## config.mk

```make
export PLATFORM = sky130hd
export DESIGN_NAME = jtag_dr_tx
export DESIGN_NICKNAME = d
export VERILOG_FILES = /design/src/rtl/jtag_dr_tx.sv
export SDC_FILE = /design/constraint.sdc
export NUM_CORES = 1
export LEC_CHECK = 0
export ABC_AREA = 1
export CORE_AREA = 2 2 115 117
export DETAILED_ROUTE_END_ITERATION = 6
export DIE_AREA = 0 0 117 119
export GPL_TIMING_DRIVEN = 0
export PLACE_DENSITY = 0.65
export REMOVE_ABC_BUFFERS = 1
export SLEW_MARGIN = 20
export SYNTH_ARGS = -nofsm -noshare
export SYNTH_HDL_FRONTEND = slang
export SYNTH_SLANG_ARGS = --single-unit
export TNS_END_PERCENT = 5
```

## constraint.sdc

```tcl
create_clock -name clk -period 2.9 [get_ports clk]
set_input_delay 0.725 -clock clk [delete_from_list [all_inputs] [get_ports clk]]
set_output_delay 0.725 -clock clk [all_outputs]
set_load 0.1 [all_outputs]
```

## src/rtl/jtag_dr_tx.sv

```systemverilog
// jtag_dr_tx: return path of the JTAGG debug-register link.
// The SoC queues WIDTH-bit words in a small FIFO. A JTAG host drains them by
// scanning DR with ER1 selected, and reads a status word by scanning with ER2.
// JTCK and the other JTAGG strobes are oversampled on clk; nothing here is
// clocked by JTCK.
module jtag_dr_tx #(
    parameter int         WIDTH       = 32,
    parameter int         FIFO_DEPTH  = 2,
    parameter int         SYNC_STAGES = 2,
    parameter logic [7:0] SIGNATURE   = 8'hA5,
    localparam int        LVL_W       = $clog2(FIFO_DEPTH) + 1
) (
    input  logic             clk,
    input  logic             rstn,
    input  logic             jtck,
    input  logic             jshift,
    input  logic             jce1,
    input  logic             jce2,
    input  logic             jupdate,
    input  logic             jrstn,
    input  logic [WIDTH-1:0] tx_data,
    input  logic             tx_valid,
    output logic             tx_ready,
    output logic             jtdo1,
    output logic             jtdo2,
    output logic [LVL_W-1:0] fifo_level,
    output logic             underrun
);

    localparam int PTR_W = $clog2(FIFO_DEPTH);

    // Bit positions of the JTAGG strobes inside the synchroniser vector.
    localparam int J_TCK    = 0;
    localparam int J_SHIFT  = 1;
    localparam int J_CE1    = 2;
    localparam int J_CE2    = 3;
    localparam int J_UPDATE = 4;
    localparam int J_RSTN   = 5;

    // ------------------------------------------------------------------
    // Synchronisers
    // ------------------------------------------------------------------
    logic [5:0] r_sync [SYNC_STAGES];
    logic       r_tck_hist;

    logic [5:0] w_sync;
    logic       w_s_tck;
    logic       w_s_shift;
    logic       w_s_ce1;
    logic       w_s_ce2;
    logic       w_s_update;
    logic       w_s_jrstn;

    // Bring all JTAGG strobes through the same flop chain so they stay aligned.
    // NOTE: sequential state uses non-blocking assignments so every flop
    // samples the pre-edge value of its neighbours, exactly like hardware.
    always_ff @(posedge clk or negedge rstn) begin
        if (!rstn) begin
            for (int i = 0; i < SYNC_STAGES; i++) begin
                r_sync[i] <= '0;
            end
            r_tck_hist <= 1'b0;
        end else begin
            r_sync[0] <= {jrstn, jupdate, jce2, jce1, jshift, jtck};
            for (int i = 1; i < SYNC_STAGES; i++) begin
                r_sync[i] <= r_sync[i-1];
            end
            r_tck_hist <= r_sync[SYNC_STAGES-1][J_TCK];
        end
    end

    assign w_sync     = r_sync[SYNC_STAGES-1];
    assign w_s_tck    = w_sync[J_TCK];
    assign w_s_shift  = w_sync[J_SHIFT];
    assign w_s_ce1    = w_sync[J_CE1];
    assign w_s_ce2    = w_sync[J_CE2];
    assign w_s_update = w_sync[J_UPDATE];
    assign w_s_jrstn  = w_sync[J_RSTN];

    // ------------------------------------------------------------------
    // JTAG event decode (all qualified by the JTCK rising-edge tick)
    // ------------------------------------------------------------------
    logic w_tick;
    logic w_ce;
    logic w_capture;
    logic w_shift;
    logic w_pop;
    logic r_ce_prev;

    assign w_tick    = w_s_tck & ~r_tck_hist;
    assign w_ce      = w_s_ce1 | w_s_ce2;
    assign w_capture = w_tick & w_s_jrstn & w_ce & ~r_ce_prev;
    assign w_shift   = w_tick & w_s_jrstn & w_ce & w_s_shift & ~w_capture;

    // ------------------------------------------------------------------
    // Transmit FIFO
    // ------------------------------------------------------------------
    logic [WIDTH-1:0] r_mem [FIFO_DEPTH];
    logic [PTR_W-1:0] r_wr_ptr;
    logic [PTR_W-1:0] r_rd_ptr;
    logic [LVL_W-1:0] r_level;
    logic             w_push;
    logic             w_fifo_empty;
    logic [WIDTH-1:0] w_head;

    assign tx_ready     = (r_level != LVL_W'(FIFO_DEPTH));
    assign w_push       = tx_valid & tx_ready;
    assign w_fifo_empty = (r_level == '0);
    assign w_head       = r_mem[r_rd_ptr];
    assign fifo_level   = r_level;

    // Storage for queued words.
    // NOTE: the data array has no reset; the level counter alone decides
    // which entries are meaningful, so stale contents are never observed.
    always_ff @(posedge clk) begin
        if (w_push) begin
            r_mem[r_wr_ptr] <= tx_data;
        end
    end

    // Pointers and level; a simultaneous push and pop leaves the level unchanged.
    always_ff @(posedge clk or negedge rstn) begin
        if (!rstn) begin
            r_wr_ptr <= '0;
            r_rd_ptr <= '0;
            r_level  <= '0;
        end else begin
            if (w_push) begin
                r_wr_ptr <= r_wr_ptr + PTR_W'(1);
            end
            if (w_pop) begin
                r_rd_ptr <= r_rd_ptr + PTR_W'(1);
            end
            case ({w_push, w_pop})
                2'b10:   r_level <= r_level + LVL_W'(1);
                2'b01:   r_level <= r_level - LVL_W'(1);
                default: r_level <= r_level;
            endcase
        end
    end

    // ------------------------------------------------------------------
    // Data register
    // ------------------------------------------------------------------
    logic [WIDTH-1:0] r_sr;
    logic             r_pend;
    logic             r_underrun;
    logic             r_tdo;
    logic [WIDTH-1:0] w_status;

    // A word leaves the FIFO only when a scan that loaded it reaches Update-DR.
    assign w_pop = w_tick & w_s_jrstn & w_s_update & r_pend;

    // Status word captured by ER2: signature, sticky underrun, queue depth.
    // NOTE: every signal driven from always_comb receives a default first,
    // so no path through the block can leave it holding a value (no latch).
    always_comb begin
        w_status                  = '0;
        w_status[WIDTH-1 -: 8]    = SIGNATURE;
        w_status[3]               = r_underrun;
        w_status[2:0]             = 3'(r_level);
    end

    // Capture / shift / update / TAP-reset handling of the scan register.
    always_ff @(posedge clk or negedge rstn) begin
        if (!rstn) begin
            r_sr       <= '0;
            r_pend     <= 1'b0;
            r_underrun <= 1'b0;
            r_ce_prev  <= 1'b0;
        end else if (w_tick) begin
            r_ce_prev <= w_ce;
            if (!w_s_jrstn) begin
                // TAP reset abandons the scan but keeps the queued data.
                r_sr   <= '0;
                r_pend <= 1'b0;
            end else begin
                if (w_pop) begin
                    r_pend <= 1'b0;
                end
                if (w_capture) begin
                    if (w_s_ce2) begin
                        r_sr       <= w_status;
                        r_underrun <= 1'b0;
                        r_pend     <= 1'b0;
                    end else if (!w_fifo_empty) begin
                        r_sr   <= w_head;
                        r_pend <= 1'b1;
                    end else begin
                        r_sr       <= '0;
                        r_underrun <= 1'b1;
                        r_pend     <= 1'b0;
                    end
                end else if (w_shift) begin
                    r_sr <= {1'b0, r_sr[WIDTH-1:1]};
                end
            end
        end
    end

    // Register the outgoing bit; it settles one clk after the tick, long
    // before the host's next JTCK rise. JTAGG picks JTDO1 or JTDO2 by its own
    // instruction register, so both pins carry the same bit and the selected
    // chain needs no storage here.
    always_ff @(posedge clk or negedge rstn) begin
        if (!rstn) begin
            r_tdo <= 1'b0;
        end else begin
            r_tdo <= r_sr[0];
        end
    end

    assign jtdo1    = r_tdo;
    assign jtdo2    = r_tdo;
    assign underrun = r_underrun;

endmodule

```

* Word level (Yosys, flattened, before mapping)
Memory sizes are Yosys's and may differ from the RTL's.
Index checks and enable logic that the tools add are counted.
** Storage, ports and cells
- Output and inout port bits :: 6
- Memories :: 1
- Input port bits :: 41
- Logic and storage cells :: 55
- Memory bits (writable) :: 64
- Bits in registers :: 53
** Memory list
- r_mem :: words 2, width 32, read ports 1, clocked after memory_dff 0, wr ports 1, line 98 : logic [WIDTH-1:0] r_mem [FIFO_DEPTH];
** Cells by class
- Bitwise gates (word level) :: 13
- $add $sub $neg :: 4
- Equal/unequal tests :: 5
- Mux-type cells :: 15
- Reduce and logical (&&, ||, !) cells :: 6
** Operators by type and width (number)
- 32-bit 2-to-1 mux :: 5
- 1-bit AND :: 9
- 1-bit 2-to-1 mux :: 9
- 3-bit by 1-bit != test with 1-bit output (second input constant) :: 2
- 2-bit one-hot mux with 2 select lines :: 1
- 2-bit AND reduction :: 2
- 4-bit AND reduction :: 1
- 2-bit nonzero test :: 2
- 1-bit inverter :: 3
- 1-bit adder (second input constant) :: 2
- 2-bit by 1-bit adder with 2-bit output (second input constant) :: 1
- 2-bit by 1-bit == test with 1-bit output (second input constant) :: 1
- 2-bit == test (second input constant) :: 1
- 2-bit zero test :: 1
- 2-bit != test (second input constant) :: 1
- 2-bit by 1-bit subtractor with 2-bit output (second input constant) :: 1
- 1-bit OR :: 1

* Logic depth before layout (Yosys ltp)
Gate-level depths: netlist of the first run.
- Depth in word-level cells :: 10
- Mapped depth :: 10
- Depth with buffers taken out :: 9

* Worst setup path before layout of the first run
OpenSTA, ideal clock, no wires.
- Kind :: reg2reg
- Start :: reg r_level[0] (netlist: fifo_level[0])
- End :: mem r_mem[1][0], enable pin
- Arrival :: 3.426 ns
- Setup time :: 0.423 ns
- Clock period less this slack :: 3.848 ns
- Buffers on the path :: 0
- Required time :: 2.477 ns
- Path slack :: -0.948 ns
- Stages on the path, launching flop included :: 5
- Cell sequence :: dfrtp_1 > inv_1 > nand2_1 > nand2_1 > nor2_1
** On the way
- Word-level cells in the longest chain between the ends :: 4
** Ends and longest elaborated chain
- from (decl) :: line 101 : logic [LVL_W-1:0] r_level;
- from (signal assigned) :: line 135 : 2'b10: r_level <= r_level + LVL_W'(1);
- from (signal assigned) :: line 136 : 2'b01: r_level <= r_level - LVL_W'(1);
- from (signal assigned) :: line 137 : default: r_level <= r_level;
- 2-bit != test :: line 106 : assign tx_ready = (r_level != LVL_W'(FIFO_DEPTH));
- named net tx_ready :: line 23 : output logic tx_ready,
- 1-bit AND :: line 107 : assign w_push = tx_valid & tx_ready;
- 1-bit 2-to-1 mux :: line 116 : if (w_push) begin
- 1-bit 2-to-1 mux (implied by the code) :: line 117 : r_mem[r_wr_ptr] <= tx_data;
- to (decl) :: line 98
The timed path passes the listed nets, and every way through them passes these cells.

* Worst setup path after layout of the first run
- Start :: reg r_level[0] (netlist: fifo_level[0])
- End :: out fifo_level[0]
** RTL lines
- to (decl) :: line 26 : output logic [LVL_W-1:0] fifo_level,
No word-level cell between the ends.

==> impl_results.md, run 1 <==
- # diodes: 0
- Area leader, netlist: edfxtp_1
- Distinct cells, synth: 24
- Post-Layout Cell Count: 723
- Chip height: 119 um
- Critical path type: flip-flop to output pin
- Tightest Pin Transition: 0.9737 ns
- Clk pin slew, worst setup/hold paths: ~0.05 ns
- Routed vias: 3,305
- FP Rows: between 40 and 50
- Post-Synthesis Cells: 490
- Top-area cell type share of the netlist area: 0.3941
- Min-delay worst type: flip-flop to flip-flop
- Final period utilization: 0.9550
- CP Buf/Inv Count: 1
- DR WL/cell: around 13 um
- Synth Register Bits: 117
- Pwr Total: between 5 and 6 mW
- Number of synthesis warnings: 0
- Final hold violations: 0
- Drc violations: 0
- Largest net degree at the start of global routing: 54
- Post-CTS setup buffers: 0
- Total CTS buffers: 17
- Setup ws final: 0.1305 ns
- Largest cells by area after synthesis: edfxtp_1 39%, dfrtp_1 27%, nand2_1 21%
- Max cap viols: 0
- Resize count post-CTS: 1
- DP HPWL: around 5800 um
- I/O Buffers: 46
- Share of cells above drive strength 1: 0.08227
- P&R area growth vs syn: 24.99%
- Slew Viols, Final: 0
- Max Clk Rate: 361.1 MHz
- DR pass1 iterations: 4
- Power Density: 910.5 nW/um^2
- Sequential share of the synthesized area: 0.6662
- Worst EP required: approximately 2.2 ns
- Crit path cell chain: clkdlybuf4s50_1
- Placed Cells: 691
- Sink Count: 117
- Initial DRC count: 249
- Setup total negative slack: 0 ns
- Max-slew headroom: 0.3489
- Starting density of the core: 0.3787
- Floorplan core area: 12,870 um^2
- Unrepaired setup endpoints after global routing: no
- Initial antenna violation count: 0
- Leak: roughly 2.8 nW
- H-tree Lvls: 4
- CP endpoint kind: output pin
- Critical path fanouts, max: 7
- First-pass GRT wire length: roughly 16,000 um
- IO Pins: between 40 and 50
- Min Tclk post-route: between 2 and 3 ns
- Worst VDD drop: 0.3814 mV
- CTS tree: yes
- Dpl ws: 0.07889 ns
- Max incr delay on CP: 1.18 ns
- Crit start category: flip-flop
- WP data arrival: 2.04 ns
- Die ar.: ~14,000 um^2
- # setup viols final: 0
- CTS Hold Bufs: 0
- Via count of the first global-routing pass: 3,345
- Die Width: approximately 120 um
- Via/cell ratio: 4.571
- Mapped Avg Cell Area: approximately 10 um^2
- GRT Resource Usage Total: 0.1516
- Mapped cell area: about 4900 um^2
- Final #Nets: 576
- Worst Skew: 0.008294 ns
- GP Congestion: 0.7518
- Gr ovfl total: 0
- Clock latency on the worst-skew pair: about 0.4 ns
- Routed WL: between 9000 and 10,000 um
- CP top delay family: buffers and inverters
- Clk buf depth: 2
- Root buffer cell: clkbuf_16
- Fillers: 1,170
- CP max-delay cell: clkdlybuf4s50_1
- Status: completed
- Routed Antenna Nets: 0
metrics by stage:
stage                     area (um^2)  utilization  hold WS, ns
after floorplan                  4706            -       0.3312
after global placement           5386       0.4184       0.3333
after detailed placement         5461       0.4242       0.3363
after CTS                        6091       0.4731       0.3510
after global routing             6095       0.4734       0.3597
final                            6095       0.4734       0.3473
worst paths after layout:
path	endpoint	from	depth (start not counted)	slack, ns
worst max-delay path	fifo_level[0]	fifo_level[0]$_DFFE_PN0P_	1	0.13
worst min-delay path	w_sync[2]$_DFF_PN0_	r_sync[8]$_DFF_PN0_	0	0.35
worst max register to register	r_sr[29]$_DFFE_PN0P_	w_sync[5]$_DFF_PN0_	8	0.50
worst min register to register	w_sync[2]$_DFF_PN0_	r_sync[8]$_DFF_PN0_	0	0.35
max in group asynchronous	r_rd_ptr$_DFFE_PN0P_	rstn	1	2.06
min in group asynchronous	r_sync[9]$_DFF_PN0_	rstn	1	0.36
routing by layer:
| metal | share of wire | global-route usage |
|---|---|---|
| met5 | 0 | 0 |
| met1 | 0.45 | 0.1936 |
| met4 | 0.018 | 0.06103 |
| met2 | 0.50 | 0.2442 |
| met3 | 0.037 | 0.04020 |
cell usage after synthesis:
cell type  instances
edfxtp_1          64
nand3_2            1
nand3_1           36
nor2_4             2
clkbuf_1           3
nand2_1          271
nor2_1             7
nand2_4            1
inv_2              2
xnor2_1            2
nand3_4            1
xor2_1             1
o22a_1             1
nor3_1             1
inv_1             15
ha_1               1
inv_4              1
buf_4              1
nor2_8             1
buf_2             10
a21oi_1            2
dfrtp_1           53
buf_6              9
o21ai_0            4
layout by cell type, fill, tap and decap left out:
cell and count:
clkdlybuf4s50_1 44, ha_1 1, nor2_4 5, inv_1 14, nor2_8 1, clkbuf_16 17, nand3_2 1, dfrtp_1 52
nor3_1 1, edfxtp_1 64, clkinv_2 3, clkinvlp_4 1, dlygate4sd2_1 1, nand3_1 36, clkinv_1 2, nand2_2 1
bufinv_16 5, buf_4 1, dfrtp_2 1, o22a_1 1, nand2_4 1, clkbuf_8 1, buf_16 2, xor2_1 1
nand2_1 270, clkbuf_1 3, o21ai_0 4, nor2_1 4, a21oi_1 2, xnor2_1 2, nand3_4 1, inv_2 3
inv_4 1
cells by family after synthesis:
group / after synthesis / share of synthesized area
adder cells (fa/ha/maj): 1 / 0.002566
flip-flops: 117 / 0.6662
buffers and inverters: 41 / 0.04927
AND/OR/NAND/NOR: 321 / 0.2687
AO/OA/AOI/OAI: 7 / 0.007955
XOR/XNOR: 3 / 0.005390
layout make-up:
type | instances | area [um^2] | area share
Clock inverter | 11 | 180.2 | 0.02956
Timing Repair Buffer | 48 | 511.7 | 0.08397
Inverter | 18 | 70.07 | 0.01150
Multi-Input combinational cell | 332 | 1413 | 0.2318
Sequential cell | 117 | 3249 | 0.5332
Tap cell | 176 | 220.2 | 0.03613
Clock buffer | 21 | 450.4 | 0.07391
state kept, by name, indices dropped and copies added (netlist names):
| signal | flops |
|---|---|
| r_tck_hist | 1 |
| fifo_level | 2 |
| r_ce_prev | 1 |
| r_mem | 64 |
| r_wr_ptr | 1 |
| r_pend | 1 |
| r_sr | 32 |
| jtdo1 | 1 |
| r_rd_ptr | 1 |
| r_sync | 6 |
| w_sync | 6 |
| underrun | 1 |
report_power, final:
group | switching (mW) | internal [mW]
clock | 0.694 | 1.53
sequential | 0.170 | 2.07
combinational | 0.759 | 0.321
total | 1.62 | 3.93
Note: power is estimated with default switching activity, not from simulation.
==> run 2, diff against run 1 <==
Settings changed: ABC_AREA 1 to not set, CORE_AREA 2 2 115 117 to 2 2 135 98, DIE_AREA 0 0 117 119 to 0 0 137 100.
Clock period 2.9 ns to 3.15 ns, I/O delays scaled along.
==> run 2 against run 1 <==
Largest cell class unchanged. Critical path type unchanged. Routed wire length decreased by 14%. First-iteration DRC count decreased by 33%. Highest routed layer unchanged. Synthesized cell count down 38%. Die area shrank 1.6%. Combinational power shrank 19%. Sequential share of layout area increased by 1.0 points. Flip-flop and latch count unchanged. Clock skew grew 0.0012 ns. Count of clock-buffer cells in the layout up 3. Synthesized area down 2.7%.
==> impl_results.md, run 2 <==
- Chip height: 100 um (-16%)
- Largest register FFs: 64 (unchanged)
- CP endpoint kind: output pin
- Unrepaired setup endpoints after global routing: no
- Max-slew headroom: 0.3323 (-0.01655)
- Area leader, netlist: edfxtp_1
- Drc violations: 0 (unchanged)
- RR Startpoint: w_sync[5]$_DFF_PN0_
- Final #Nets: 397 (-31%)
- Final period utilization: 0.9478
- Max cap viols: 0 (unchanged)
- Setup slack, reg-to-reg: 0.96 ns (+0.46 ns)
- Routed vias: 2,597 (-21%)
- Reg2reg path depth: 5 (-3)
- Distinct cells, synth: 33 (+38%)
- Status: completed
- Biggest regs: r_mem (64), r_sr (32)
- Power Density: 801.9 nW/um^2 (-12%)
- Routed WL: 8389 um (-14%)
- First-pass GRT wire length: 13,970 um (-15%)
- Post-synth top cells: 64 x edfxtp_1, 58 x mux2i_1, 53 x dfrtp_1, 31 x nor2_1, 25 x o2bb2ai_1
- Die ar.: 13,700 um^2 (-1.6%)
- CTS tree: yes
- EDFF count, synth: 64 (unchanged)
- CP Buf/Inv Count: 1 (unchanged)
- Total CTS buffers: 17 (unchanged)
- Worst EP required: 2.36 ns (+0.19 ns)
- CTS Hold Bufs: 0 (unchanged)
- Post-CTS setup buffers: 0 (unchanged)
- Fillers: 1,079 (-7.8%)
- Worst r2r dst: r_sr[3]$_DFFE_PN0P_
- Min-delay worst type: flip-flop to flip-flop
- Clk pin slew, worst setup/hold paths: 0.05 ns (about the same)
- Worst VDD drop: 0.3573 mV (-6.3%)
- Post-Synthesis Cells: 306 (-38%)
- Crit path cell chain: clkdlybuf4s50_1
- Min Tclk post-route: between 2 and 3 ns
- Final Instance Area: 5977 um^2 (-1.9%)
- Clock latency on the worst-skew pair: 0.40 ns (about the same)
- Async set-or-reset flop fraction in the synthesized netlist: 0.4530 (unchanged)
- # diodes: 0 (unchanged)
- Top-area cell type share of the netlist area: 0.4050 (+0.01081)
- Number of synthesis warnings: 0 (unchanged)
- Critical path fanouts, max: 9 (+2)
- Gr ovfl total: 0 (unchanged)
- Via count of the first global-routing pass: 2,715 (-19%)
- Slew Viols, Final: 0 (unchanged)
- Tightest Pin Transition: 0.9984 ns (+0.02475 ns)
- Sink Count: 117 (unchanged)
- CP max-delay cell: clkdlybuf4s50_1
- Worst Skew: 0.009465 ns (+0.001171 ns)
- Root buffer cell: clkbuf_16
- Max incr delay on CP: 1.21 ns (+0.03 ns)
- FP Rows: 35 (-17%)
- IO Pins: 47 (unchanged)
- Setup crit end: fifo_level[0]
- Most used DFF post-synth: edfxtp_1
- Critical path type: flip-flop to output pin
- Leak: 2.167 nW (-23%)
- DP HPWL: 5186 um (-9.9%)
- Sequential share of the synthesized area: 0.6844 (+0.01827)
- Mapped cell area: 4746 um^2 (-2.7%)
- Setup total negative slack: 0 ns (unchanged)
- Synth Register Bits: 117 (unchanged)
- Dpl ws: 0.4725 ns (+0.3936 ns)
- Die Width: 137 um (+17%)
- Mapped Avg Cell Area: 15.51 um^2 (+56%)
- H-tree Lvls: 4 (unchanged)
- Worst Setup SP: fifo_level[0]$_DFFE_PN0P_
- DR WL/cell: 15.71 um (+17%)
- Crit start category: flip-flop
- Register with the most flip-flops: r_mem
- GP Congestion: 0.7195 (-4.3%)
- Most common cell after layout, fill and taps aside: edfxtp_1
- # setup viols final: 0 (unchanged)
- DR pass1 iterations: 5 (+1)
- GRT Resource Usage Total: 0.1353 (-0.01627)
- DP Area: 5374 um^2 (-1.6%)
- Final hold violations: 0 (unchanged)
- FF/Latch Area: 3249 um^2 (unchanged)
- Setup ws final: 0.1644 ns (+0.03389 ns)
- Floorplan core area: 12,610 um^2 (-2.0%)
- Initial DRC count: 166 (-33%)
- Largest net degree at the start of global routing: 54 (unchanged)
- Initial antenna violation count: 0 (unchanged)
- CP Depth: 1 (unchanged)
- Share of cells above drive strength 1: 0.1495 (+0.06719)
- Critical hold path startpoint: r_sync[6]$_DFF_PN0_
- I/O Buffers: 46 (unchanged)
- Count leader, synth: edfxtp_1
- Routed Antenna Nets: 0 (unchanged)
- CP top delay family: buffers and inverters
- Final Core Density: 0.4739 (+0.0005370)
- Max Clk Rate: 334.9 MHz
- P&R area growth vs syn: 25.94%
- Most frequent cells in the layout: 64 x edfxtp_1, 58 x mux2i_1, 52 x dfrtp_1
- Clk buf depth: 2 (unchanged)
- Starting density of the core: 0.3763 (-0.002427)
- WP data arrival: 2.20 ns (+0.16 ns)
- Via/cell ratio: 4.863 (+6.4%)
- Resize count post-CTS: 0 (-1)
- Largest cells by area after synthesis: edfxtp_1 40%, dfrtp_1 28%, mux2i_1 12%
- Area occupied by multi-input gates: 1350 um^2 (-4.4%)
run 2: changes by cell type in the layout (fill, tap and decap cells not counted), moves of 4 or more:
cell / previous run / this run
inv_1: 14 / 1
mux2_2: 0 / 11
mux2i_1: 0 / 58
nand2_1: 270 / 9
nand3_1: 36 / 0
nor2_1: 4 / 30
nor2_4: 5 / 1
o2bb2ai_1: 0 / 25
run 2: area by class of cell:
type                       instances  area share
sequential                       117      0.5436
clock inverter                     8     0.01633
timing repair buffer              51     0.09462
tap                              166     0.03475
inverter                           1   0.0006280
multi-input combinational        167      0.2259
clock buffer                      24     0.08415
run 2: metal layers:
layer | vias up | part of all wire | track usage | wire (um)
li1 | 1239 | - | - | -
met1 | 1293 | 0.46 | 0.1796 | 3869
met2 | 56 | 0.48 | 0.2047 | 4044
met3 | 9 | 0.044 | 0.04293 | 370
met4 | 0 | 0.013 | 0.06027 | 105
met5 | - | 0 | 0 | 0
run 2: worst min path at each step:
| stage | slack [ns] | depth (start not counted) | end |
|---|---|---|---|
| after floorplan | 0.33 | 0 | w_sync[0]$_DFF_PN0_ |
| after global placement | 0.33 | 0 | w_sync[3]$_DFF_PN0_ |
| after detailed placement | 0.34 | 0 | w_sync[0]$_DFF_PN0_ |
| after CTS | 0.35 | 0 | w_sync[0]$_DFF_PN0_ |
| after global routing | 0.36 | 0 | w_sync[3]$_DFF_PN0_ |
| final | 0.35 | 0 | w_sync[0]$_DFF_PN0_ |
run 2: kinds of logic after synthesis:
logic type / Yosys count / synth area share
XOR/XNOR: 5 / 0.009229
flip-flops: 117 / 0.6844
AND/OR/NAND/NOR: 50 / 0.04851
adder cells (fa/ha/maj): 1 / 0.002636
AO/OA/AOI/OAI: 42 / 0.07092
buffers and inverters: 22 / 0.03585
multiplexers: 69 / 0.1484
run 2: power breakdown:
| group | total, mW | switching [mW] | internal, mW | leakage, nW |
|---|---|---|---|---|
| sequential | 2.03 | 0.129 | 1.90 | 1.29 |
| combinational | 0.876 | 0.557 | 0.319 | 0.589 |
| clock | 1.89 | 0.622 | 1.27 | 0.287 |
run 2: metrics by stage:
step,power [mW],std cells,hold WS [ns]
global placement,2.857,497,0.3329
global route,5.002,534,0.3554
floorplan,2.588,285,0.3312
CTS,4.842,534,0.3474
detailed placement,2.936,502,0.3372
finish,4.793,534,0.3467
==> run 3, diff against run 2 <==
Settings changed: CORE_AREA 2 2 135 98 to 2 2 141 102, DIE_AREA 0 0 137 100 to 0 0 143 104, PLACE_DENSITY 0.65 to 0.62, REMOVE_ABC_BUFFERS 1 to not set.
==> run 3 against run 2 <==
Hold slack barely moved. Setup slack better by 0.051 ns. Critical endpoint is now tx_ready. Largest power group unchanged. Maximum frequency rose by 1.7%. Flip-flop and latch count stayed put. Sequential share of layout area down 0.91 points. Via count is 2.0% higher. Core utilization fell by 2.6 points.
==> impl_results.md, run 3 (same netlist as run 2, synthesis figures left out) <==
- Final period utilization: 0.9316 (-0.01626)
- Drc violations: 0 (unchanged)
- H-tree Lvls: 4 (unchanged)
- DR WL/cell: 15.47 um (-1.5%)
- Crit start category: flip-flop
- Setup crit end: tx_ready
- Sw Share: 0.2812 (+0.008435)
- Leak: 2.228 nW (+2.8%)
- Final #Nets: 413 (+4.0%)
- Register with the most flip-flops: r_mem
- FP Rows: 36 (+2.9%)
- Power Density: 797.9 nW/um^2 (-0.49%)
- Syn nets: between 300 and 400
- Initial antenna violation count: 0 (unchanged)
- Pwr Total: 4.848 mW (+1.2%)
- IO Pins: 47 (unchanged)
- Routed WL: 8882 um (+5.9%)
- Routed vias: 2,650 (+2.0%)
- Floorplan core area: 13,560 um^2 (+7.5%)
- Max-slew headroom: 0.3225 (-0.009845)
- Max cap viols: 0 (unchanged)
- Clock latency on the worst-skew pair: 0.41 ns (about the same)
- # setup viols final: 0 (unchanged)
- Root buffer cell: clkbuf_16
- Routed Antenna Nets: 0 (unchanged)
- Min Tclk post-route: 2.934 ns (-0.05122 ns)
- FF/Latch Area: 3248 um^2 (about the same)
- Most frequent cells in the layout: 64 x edfxtp_1, 58 x mux2i_1, 53 x dfrtp_1
- Setup ws final: 0.2156 ns (+0.05122 ns)
- Slew Viols, Final: 0 (unchanged)
- RR Startpoint: fifo_level[0]$_DFFE_PN0P_
- Hold WS: 0.3470 ns (+0.0003460 ns)
- Fillers: 1,206 (+12%)
- Via/cell ratio: 4.617 (-5.1%)
- WP data arrival: 2.15 ns (-0.05 ns)
- # diodes: 0 (unchanged)
- Worst r2r dst: r_mem[0][16]$_DFFE_PP_
- Die Width: 143 um (+4.4%)
- Starting density of the core: 0.3500 (-0.02625)
- Setup slack, reg-to-reg: 0.93 ns (-0.03 ns)
- Final hold violations: 0 (unchanged)
- Via count of the first global-routing pass: 2,734 (+0.70%)
- Dpl ws: 0.3341 ns (-0.1384 ns)
- DP HPWL: 5786 um (+12%)
- Status: completed
- Sink Count: 117 (unchanged)
- Worst Setup SP: fifo_level[0]$_DFFE_PN0P_
- Worst Skew: 0.007363 ns (-0.002103 ns)
- Clock power frac: 0.408 (+0.014)
- DR pass1 iterations: 4 (-1)
- Net Sw Power: 1.363 mW (+4.3%)
- Unrepaired setup endpoints after global routing: no
- Clk pin slew, worst setup/hold paths: 0.05 ns (about the same)
- CTS Hold Bufs: 0 (unchanged)
- Post-CTS setup buffers: 0 (unchanged)
- Worst EP required: 2.36 ns (about the same)
- Total CTS buffers: 17 (unchanged)
- Clk buf depth: 2 (unchanged)
- P&R area growth vs syn: 28.03%
- Gr ovfl total: 0 (unchanged)
- Biggest regs: r_mem (64), r_sr (32)
- GP Congestion: 0.7519 (+4.5%)
- Most common cell after layout, fill and taps aside: edfxtp_1
- Min-delay worst type: flip-flop to flip-flop
- Int Pwr: 3.485 mW (about the same)
- Area occupied by multi-input gates: 1339 um^2 (-0.83%)
- CP endpoint kind: output pin
- Chip height: 104 um (+4.0%)
- Critical path fanouts, max: 8 (-1)
- Reg2reg path depth: 4 (-1)
- Share of cells above drive strength 1: 0.1823 (+0.03284)
- Largest register FFs: 64 (unchanged)
- Initial DRC count: 133 (-20%)
- Resize count post-CTS: 1 (+1)
- GRT Resource Usage Total: 0.1297 (-0.005660)
- I/O Buffers: 46 (unchanged)
- Tightest Pin Transition: 1.014 ns (+0.01549 ns)
- Worst VDD drop: 0.4847 mV (+36%)
- Largest net degree at the start of global routing: 54 (unchanged)
- Register share of total power: 0.408 (-0.015)
- Logic pwr share: 0.185 (+0.002)
- Critical path type: flip-flop to output pin
- Die ar.: 14,870 um^2 (+8.6%)
- First-pass GRT wire length: 14,540 um (+4.1%)
- Max Clk Rate: 340.8 MHz (+1.7%)
- CTS tree: yes
-- run 3: cell types whose count changed in the layout (fill, tap and decap cells not counted), sizes merged --
| cell | delta |
|---|---|
| clkbuf | +3 |
| dlygate4sd2 | +1 |
| bufinv | -1 |
| inv | +4 |
| clkinvlp | -2 |
| dlymetal6s2s | -1 |
| buf | +12 |
-- run 3: how the worst min path moves through the flow --
stage	from	to	slack, ns	depth (start not counted)
6_report	r_sync[6]$_DFF_PN0_	w_sync[0]$_DFF_PN0_	0.35	0
5_1_grt	r_sync[6]$_DFF_PN0_	w_sync[0]$_DFF_PN0_	0.35	0
3_5_place_dp	r_sync[9]$_DFF_PN0_	w_sync[3]$_DFF_PN0_	0.34	0
4_1_cts	r_sync[9]$_DFF_PN0_	w_sync[3]$_DFF_PN0_	0.35	0
2_1_floorplan	r_sync[6]$_DFF_PN0_	w_sync[0]$_DFF_PN0_	0.33	0
3_3_place_gp	r_sync[11]$_DFF_PN0_	w_sync[5]$_DFF_PN0_	0.34	0
-- run 3: worst max-delay path, stage by stage, from the launching register on --
cell	delay (ns)
dfrtp_1	0.33
clkbuf_1	0.33
nand2b_2	0.21
dlygate4sd2_1	0.86
-- run 3: layout make-up --
type	instances	area share
Inverter	1	0.0006178
Clock inverter	9	0.01339
Multi-Input combinational cell	167	0.2203
Buffer	21	0.02739
Timing Repair Buffer	46	0.07516
Clock buffer	23	0.08937
Tap cell	190	0.03913
Sequential cell	117	0.5346
-- run 3: through the flow --
stage / util / setup TNS [ns] / std cells / area, um^2
after floorplan: - / 0 / 306 / 4757
after global placement: 0.4024 / -16.92 / 542 / 5455
after detailed placement: 0.4022 / 0 / 542 / 5453
after CTS: 0.4481 / 0 / 574 / 6076
after global routing: 0.4481 / 0 / 574 / 6076
final: 0.4481 / 0 / 574 / 6076
-- run 3: layer usage --
| layer | vias to the layer above | wire (um) | global-route usage |
|---|---|---|---|
| met5 | - | 0 | 0 |
| met4 | 0 | 168 | 0.05941 |
| met1 | 1326 | 4382 | 0.1810 |
| met3 | 12 | 328 | 0.03545 |
| li1 | 1262 | - | - |
| met2 | 50 | 4001 | 0.1880 |
-- run 3: power groups by stage --
| stage | Sequential (mW) | Clock (mW) | Combinational (mW) |
|---|---|---|---|
| finish | 1.98 | 1.98 | 0.895 |
| global route | 2.00 | 2.08 | 0.971 |
| CTS | 1.98 | 2.02 | 0.914 |
| detailed placement | 2.01 | 0 | 0.915 |
| global placement | 2.00 | 0 | 0.902 |
| floorplan | 2.13 | 0 | 0.498 |
